File: src/rtl/noc_pipe_arbiter.sv
// Packet-atomic round-robin arbiter: NUM_REQ requesters share one registered
// NOCDataH output, with per-packet beat counting and a sticky overlong flag.
module noc_pipe_arbiter #(
  parameter int NUM_REQ    = 4,
  parameter int DATA_WIDTH = 128,
  parameter int MAX_BEATS  = 16
) (
  input  logic                          CLK,
  input  logic                          nRST,
  input  logic [NUM_REQ-1:0]            in_ena,
  output logic [NUM_REQ-1:0]            in_rdy,
  input  logic [NUM_REQ*DATA_WIDTH-1:0] in_data,
  input  logic [NUM_REQ-1:0]            in_last,
  input  logic [NUM_REQ-1:0]            in_req,
  output logic                          out_ena,
  input  logic                          out_rdy,
  output logic [DATA_WIDTH-1:0]         out_data,
  output logic                          out_last,
  output logic [$clog2(NUM_REQ)-1:0]    grant_id,
  output logic                          busy,
  output logic                          overlong,
  input  logic                          clr_overlong
);

  localparam int IDW = $clog2(NUM_REQ);
  localparam int CW  = $clog2(MAX_BEATS + 1);

  typedef enum logic [0:0] {IDLE = 1'b0, GRANT = 1'b1} state_t;

  state_t                state_q, state_d;
  logic [IDW-1:0]        grant_q, grant_d;
  logic                  out_valid_q, out_valid_d;
  logic [DATA_WIDTH-1:0] out_data_q, out_data_d;
  logic                  out_last_q, out_last_d;
  logic [CW-1:0]         beat_cnt_q, beat_cnt_d;
  logic                  overlong_q, overlong_d;

  logic [DATA_WIDTH-1:0] sel_data_s;
  logic                  sel_last_s;
  logic                  sel_ena_s;
  logic                  slot_free_s;
  logic                  accept_s;
  logic                  found_s;
  logic [IDW-1:0]        pick_s;
  logic                  ovl_set_s;

  assign out_ena     = out_valid_q & out_rdy;
  assign slot_free_s = ~out_valid_q | out_ena;
  assign accept_s    = (state_q == GRANT) & sel_ena_s & slot_free_s;

  // Route the granted requester's lane to the output stage
  always_comb begin
    sel_data_s = '0;
    sel_last_s = 1'b0;
    sel_ena_s  = 1'b0;
    for (int i = 0; i < NUM_REQ; i++) begin
      if (grant_q == IDW'(i)) begin
        sel_data_s = in_data[i*DATA_WIDTH +: DATA_WIDTH];
        sel_last_s = in_last[i];
        sel_ena_s  = in_ena[i];
      end
    end
  end

  // Only the owner sees ready, and only when the output slot can take a beat
  always_comb begin
    in_rdy = '0;
    if (state_q == GRANT) begin
      in_rdy[grant_q] = slot_free_s;
    end else begin
      in_rdy = '0;
    end
  end

  // Round-robin search starting just after the last grant, wrapping around
  always_comb begin
    int idx;
    found_s = 1'b0;
    pick_s  = grant_q;
    idx     = 0;
    for (int k = 1; k <= NUM_REQ; k++) begin
      idx = (int'(grant_q) + k) % NUM_REQ;
      if (!found_s && in_req[idx[IDW-1:0]]) begin
        found_s = 1'b1;
        pick_s  = idx[IDW-1:0];
      end
    end
  end

  // Arbitration FSM; a grant is released only by an accepted last beat
  always_comb begin
    state_d = state_q;
    grant_d = grant_q;
    case (state_q)
      IDLE: begin
        if (found_s) begin
          state_d = GRANT;
          grant_d = pick_s;
        end else begin
          state_d = IDLE;
        end
      end
      GRANT: begin
        if (accept_s && sel_last_s) begin
          state_d = IDLE;
        end else begin
          state_d = GRANT;
        end
      end
      default: state_d = IDLE;
    endcase
  end

  // Output slot, beat counter and overlong flag; a set beats a same-cycle clear
  always_comb begin
    out_valid_d = out_valid_q;
    out_data_d  = out_data_q;
    out_last_d  = out_last_q;
    beat_cnt_d  = beat_cnt_q;
    ovl_set_s   = 1'b0;
    if (accept_s) begin
      out_valid_d = 1'b1;
      out_data_d  = sel_data_s;
      out_last_d  = sel_last_s;
      if (sel_last_s) begin
        beat_cnt_d = '0;
      end else begin
        ovl_set_s = (beat_cnt_q >= CW'(MAX_BEATS - 1));
        if (beat_cnt_q != CW'(MAX_BEATS)) begin
          beat_cnt_d = beat_cnt_q + CW'(1);
        end else begin
          beat_cnt_d = beat_cnt_q;
        end
      end
    end else if (out_ena) begin
      out_valid_d = 1'b0;
    end else begin
      out_valid_d = out_valid_q;
    end
    if (ovl_set_s) begin
      overlong_d = 1'b1;
    end else if (clr_overlong) begin
      overlong_d = 1'b0;
    end else begin
      overlong_d = overlong_q;
    end
  end

  // State registers
  always_ff @(posedge CLK or negedge nRST) begin
    if (!nRST) begin
      state_q     <= IDLE;
      grant_q     <= IDW'(NUM_REQ - 1);
      out_valid_q <= 1'b0;
      out_data_q  <= '0;
      out_last_q  <= 1'b0;
      beat_cnt_q  <= '0;
      overlong_q  <= 1'b0;
    end else begin
      state_q     <= state_d;
      grant_q     <= grant_d;
      out_valid_q <= out_valid_d;
      out_data_q  <= out_data_d;
      out_last_q  <= out_last_d;
      beat_cnt_q  <= beat_cnt_d;
      overlong_q  <= overlong_d;
    end
  end

  assign out_data = out_data_q;
  assign out_last = out_last_q;
  assign grant_id = grant_q;
  assign busy     = (state_q == GRANT);
  assign overlong = overlong_q;

endmodule

File: config.mk
export PLATFORM = sky130hd
export DESIGN_NAME = noc_pipe_arbiter
export DESIGN_NICKNAME = d
export VERILOG_FILES = /design/src/rtl/noc_pipe_arbiter.sv
export SDC_FILE = /design/constraint.sdc
export NUM_CORES = 1
export LEC_CHECK = 0
export ABC_CLOCK_PERIOD_IN_PS = 7050
export CORE_AREA = 10 10 250 252
export CTS_CLUSTER_DIAMETER = 120
export CTS_CLUSTER_SIZE = 28
export DETAILED_ROUTE_END_ITERATION = 8
export DIE_AREA = 0 0 260 262
export DONT_BUFFER_PORTS = 1
export SETUP_SLACK_MARGIN = 0.1
export SYNTH_ARGS = -nofsm -noshare
export SYNTH_HDL_FRONTEND = slang
export SYNTH_SLANG_ARGS = --single-unit
File: constraint.sdc
create_clock -name CLK -period 7.05 [get_ports CLK]
set_input_delay 2.115 -clock CLK [delete_from_list [all_inputs] [get_ports CLK]]
set_output_delay 2.115 -clock CLK [all_outputs]
set_load 0.05 [all_outputs]
# Word-level counts from Yosys, hierarchy flattened
# Index checks and enable logic that the tools add are counted.
# word_totals
rom_bits,0
out_inout_bits,138
input_bits,528
word_cells,87
register_bits,139
n_memories,0
latch_bits,0
ramBits,0
# op_classes
n_mux,42
n_div,0
shift,0
n_mul,0
addsub,5
reduce_logical,15
bitwise,7
eq_ne,4
n_lt_le_gt_ge,7
# op_table
cell,n
2-to-1 mux 128 bit,4
2-to-1 mux 1 bit,25
< comparator 2 x 3 -> 1 bit (second input constant),5
2-to-1 mux 5 bit,2
binary-select mux 1 bit (select 2 bit),4
2-to-1 mux 2 bit,4
nonzero test 2 bit,3
adder 5 x 1 -> 5 bit (second input constant),1
>= comparator 5 x 4 -> 1 bit (second input constant),1
logical AND 1 bit,5
!= test 5 bit (second input constant),1
adder 2 x 1 -> 2 bit (second input constant),2
adder 2 bit (second input constant),2
AND 4 bit,1
equality test 2 bit (second input constant),2
2-to-1 mux 4 bit,1
nonzero test 4 bit,1
AND 1 bit,3
zero test 1 bit,3
AND reduction 3 bit,1
demux 1 bit (select 2 bit),1
equality test 2 x 1 -> 1 bit (second input constant),1
>= comparator 2 x 1 -> 1 bit (second input constant),1
zero test 2 bit,1
other kinds (4),5

# Depth between registers and ports, before layout
# logic_depth
ltp_word,15
mapped_depth,11

# Worst setup path after synthesis
# Ideal clock, no wire load.
# synth_path
kind,input -> output
start,input port out_rdy
end,output port in_rdy[0]
setup_slack_ns,2.214
arrival_time_ns,2.721
t_required_ns,4.935
path_buffers,0
path_stages,2
cell_sequence,nand2b_1 > and3_1
# synth_via
elab_chain_len,4
# synth_rtl
item,line,rtl
"start, declared",16,"input logic out_rdy,"
AND 1 bit,47,assign out_ena = out_valid_q & out_rdy;
bitwise OR 1 bit,48,assign slot_free_s = ~out_valid_q | out_ena;
AND 4 bit (no source line),--,
2-to-1 mux 4 bit,68,if (state_q == GRANT) begin
"end, declared",11,"output logic [NUM_REQ-1:0] in_rdy,"
# No other way between the ends.

# Final worst setup path
# layout_path
start,input port out_rdy
end,output port in_rdy[1]
# The elaborated chain is that of the path after synthesis.

==> flow_metrics.env <==
export IMPL_drt_total_wl_um=44000
export IMPL_arrival_ns=2.79
export IMPL_slew_viol_final=0
export IMPL_path_class="input port to primary output"
export IMPL_firstDrtPassIters=6
export IMPL_via_per_inst=4.82
export IMPL_cts_sinks=139
export IMPL_hold_viol=0
export IMPL_holdBufCountCts=0
export IMPL_crit_path_max_fanout=6
export IMPL_async_flop_share_pct=100
export IMPL_synthFlopType="dfrtp_1"
export IMPL_port_buffers=0
export IMPL_synth_nets=1754
export IMPL_crit_path_end_kind="primary output"
export IMPL_hpwl_um=35500
export IMPL_syn_area_sq_um=10600
export IMPL_antenna_found_initial=0
export IMPL_drt_iter0_drc=891
export IMPL_crit_required_ns=4.93
export IMPL_slowest_delay_ns=0.51
export IMPL_grt_pass1_vias=9294
export IMPL_cts_reportedPaths_clkPinSlew_ns=0.06
export IMPL_synth_distinct_cells=50
export IMPL_fp_dieH_um=262
export IMPL_synthTopCellsByCount="a21oi_1 (247), dfrtp_1 (137), inv_1 (131), nand2_1 (129), o21ai_0 (125)"
export IMPL_max_freq_mhz=204
export IMPL_grt_setup_unrepaired="no"
export IMPL_worst_slew_pin_slew_ns=0.947
export IMPL_tritoncts="built"
export IMPL_insertedDiodeCount=0
export IMPL_fin_crit_sh_pct=69.5
export IMPL_drive_gt1_share_pct=16.4
export IMPL_ant_nets=0
export IMPL_netlist_instances=1219
export IMPL_cts_root_buffer="clkbuf_16"
export IMPL_period_needed_ns=4.90
export IMPL_ys_ff_latch=139
export IMPL_nets=1668
export IMPL_ys_seq_area_share_pct=32.9
export IMPL_slowest_stage="and3_1"
export IMPL_clockBufferDepth=2
export IMPL_max_slew_margin_rel_pct=36.9
export IMPL_die_w_um=260
export IMPL_worstPathCellList="nand2b_1 -> and3_1"
export IMPL_worst_path_buf_inv=0
export IMPL_power_density_nw_per_um2=692
export IMPL_leakage_nw=5.07
export IMPL_start_util_pct=18.4
export IMPL_critPathLaunchType="input port"
export IMPL_die_area_sq_um=68100
export IMPL_yosysTopAreaCell="dfrtp_1"
export IMPL_cts_buffers=17
export IMPL_cts_setup_buffers=0
export IMPL_cts_resized=0
export IMPL_yosysMostFrequentCell="a21oi_1"
export IMPL_crit_family="simple AND/OR/NAND/NOR gates"
export IMPL_syn2layout_area_growth_pct=9.80
export IMPL_drc=0
export IMPL_skew_ns=0.0190
export IMPL_grt_start_max_net_pins=140
export IMPL_ioPinCount=666
export IMPL_finalSetupViolations=0
export IMPL_fin_cells=1910
export IMPL_synth_area_top_cells="dfrtp_1 (32%), mux2_4 (14%), a21oi_1 (12%)"
export IMPL_gp_congestion=0.965
export IMPL_peakVddDrop_mv=0.423
export IMPL_avgSynthCellArea_sq_um=8.67
export IMPL_grt_usage_pct=11.9
export IMPL_clk_insertion_delay_late_ns=0.47
export IMPL_dp_cells=1879
export IMPL_yosysTopAreaCellShare_pct=32.4
export IMPL_grt_overflow_total=0
export IMPL_status="finished clean"
export IMPL_yosysWarnings=0
export IMPL_rows=88
export IMPL_hp_class="register to register"
export IMPL_synth_edf_count=0
export IMPL_grt_pass1_wl_um=60700
export IMPL_htreeDepth=4
export IMPL_fin_tns_setup_ns=0
export IMPL_num_vias=9210
export IMPL_drv_cap=0
export IMPL_coreArea_sq_um=57400
export IMPL_wl_per_cell_um=23.0
export IMPL_total_power_mw=8.03
metal layers:
metal,global-route usage [%],part of all wire [%],vias up
met2,20.3,50,622
met4,5.64,3.3,0
li1,-,-,4144
met5,0,0,-
met1,12.2,35,4379
met3,5.57,12,65
cells by family after synthesis:
family / synth area share (%)
adders and majority gates: 0.828
muxes: 18.3
AOI/OAI and AO/OA: 30.6
and+or+nand+nor: 6.57
buffers and inverters: 10.8
DFF: 32.9
cell type report:
class,count,area [sq um]
Multi-Input combinational cell,832,6000
Clock buffer,18,429
Clock inverter,13,145
Sequential cell,139,3480
Inverter,131,492
Fill cell,6333,45800
Tap cell,765,957
Timing Repair Buffer,12,103
sequential cells by signal (all words and copies together) (netlist names):
signal       cells
beat_cnt_q       5
busy             1
grant_id         2
out_data       128
out_last         1
out_valid_q      1
overlong         1
power breakdown:
part,total (mW),internal [mW],switching (mW)
registers,2.85,1.18,1.67
logic,4.27,2.04,2.23
clock network,0.909,0.520,0.388
total,8.03,3.74,4.29
path summary, 6_finish.rpt:
| check | slack [ns] | cells after the start | end | start |
|---|---|---|---|---|
| setup / recovery | 2.15 | 2 | in_rdy[1] | out_rdy |
| hold / removal | 0.53 | 1 | beat_cnt_q[0]$_DFFE_PN0P_ | beat_cnt_q[0]$_DFFE_PN0P_ |
| setup reg to reg | 3.02 | 7 | out_data[13]$_DFFE_PN0P_ | grant_id[0]$_DFFE_PN1P_ |
| hold reg to reg | 0.53 | 1 | beat_cnt_q[0]$_DFFE_PN0P_ | beat_cnt_q[0]$_DFFE_PN0P_ |
| max in group asynchronous | 5.43 | 0 | grant_id[0]$_DFFE_PN1P_ | nRST |
| min in group asynchronous | 1.34 | 0 | out_data[102]$_DFFE_PN0P_ | nRST |
cells in the final DEF, fill, tap and decap left out, drive strengths merged, types with 3 or more instances in the layout:
master,count
a22o,123
a21oi,247
o21ai,125
inv,134
clkinv,5
o31ai,5
and3,6
o22ai,3
mux2,130
nand2,129
clkinvlp,3
buf,12
mux4,4
nand2b,3
clkbuf,18
nor2b,9
o211ai,3
a211o,3
ha,7
a211oi,5
and2,3
a221oi,5
dfrtp,137
through the flow:
step / setup slack (ns) / cell area (sq um) / utilization, % / hold slack (ns)
after detailed placement: 2.15 / 11000 / 19.2 / 0.518
after CTS: 2.15 / 11600 / 20.2 / 0.530
after global routing: 2.11 / 11600 / 20.2 / 0.566
final: 2.15 / 11600 / 20.2 / 0.527
after floorplan: 2.21 / 10600 / - / 0.491
after global placement: 2.16 / 11000 / 19.2 / 0.509
Power figures use the tool's default switching activity.
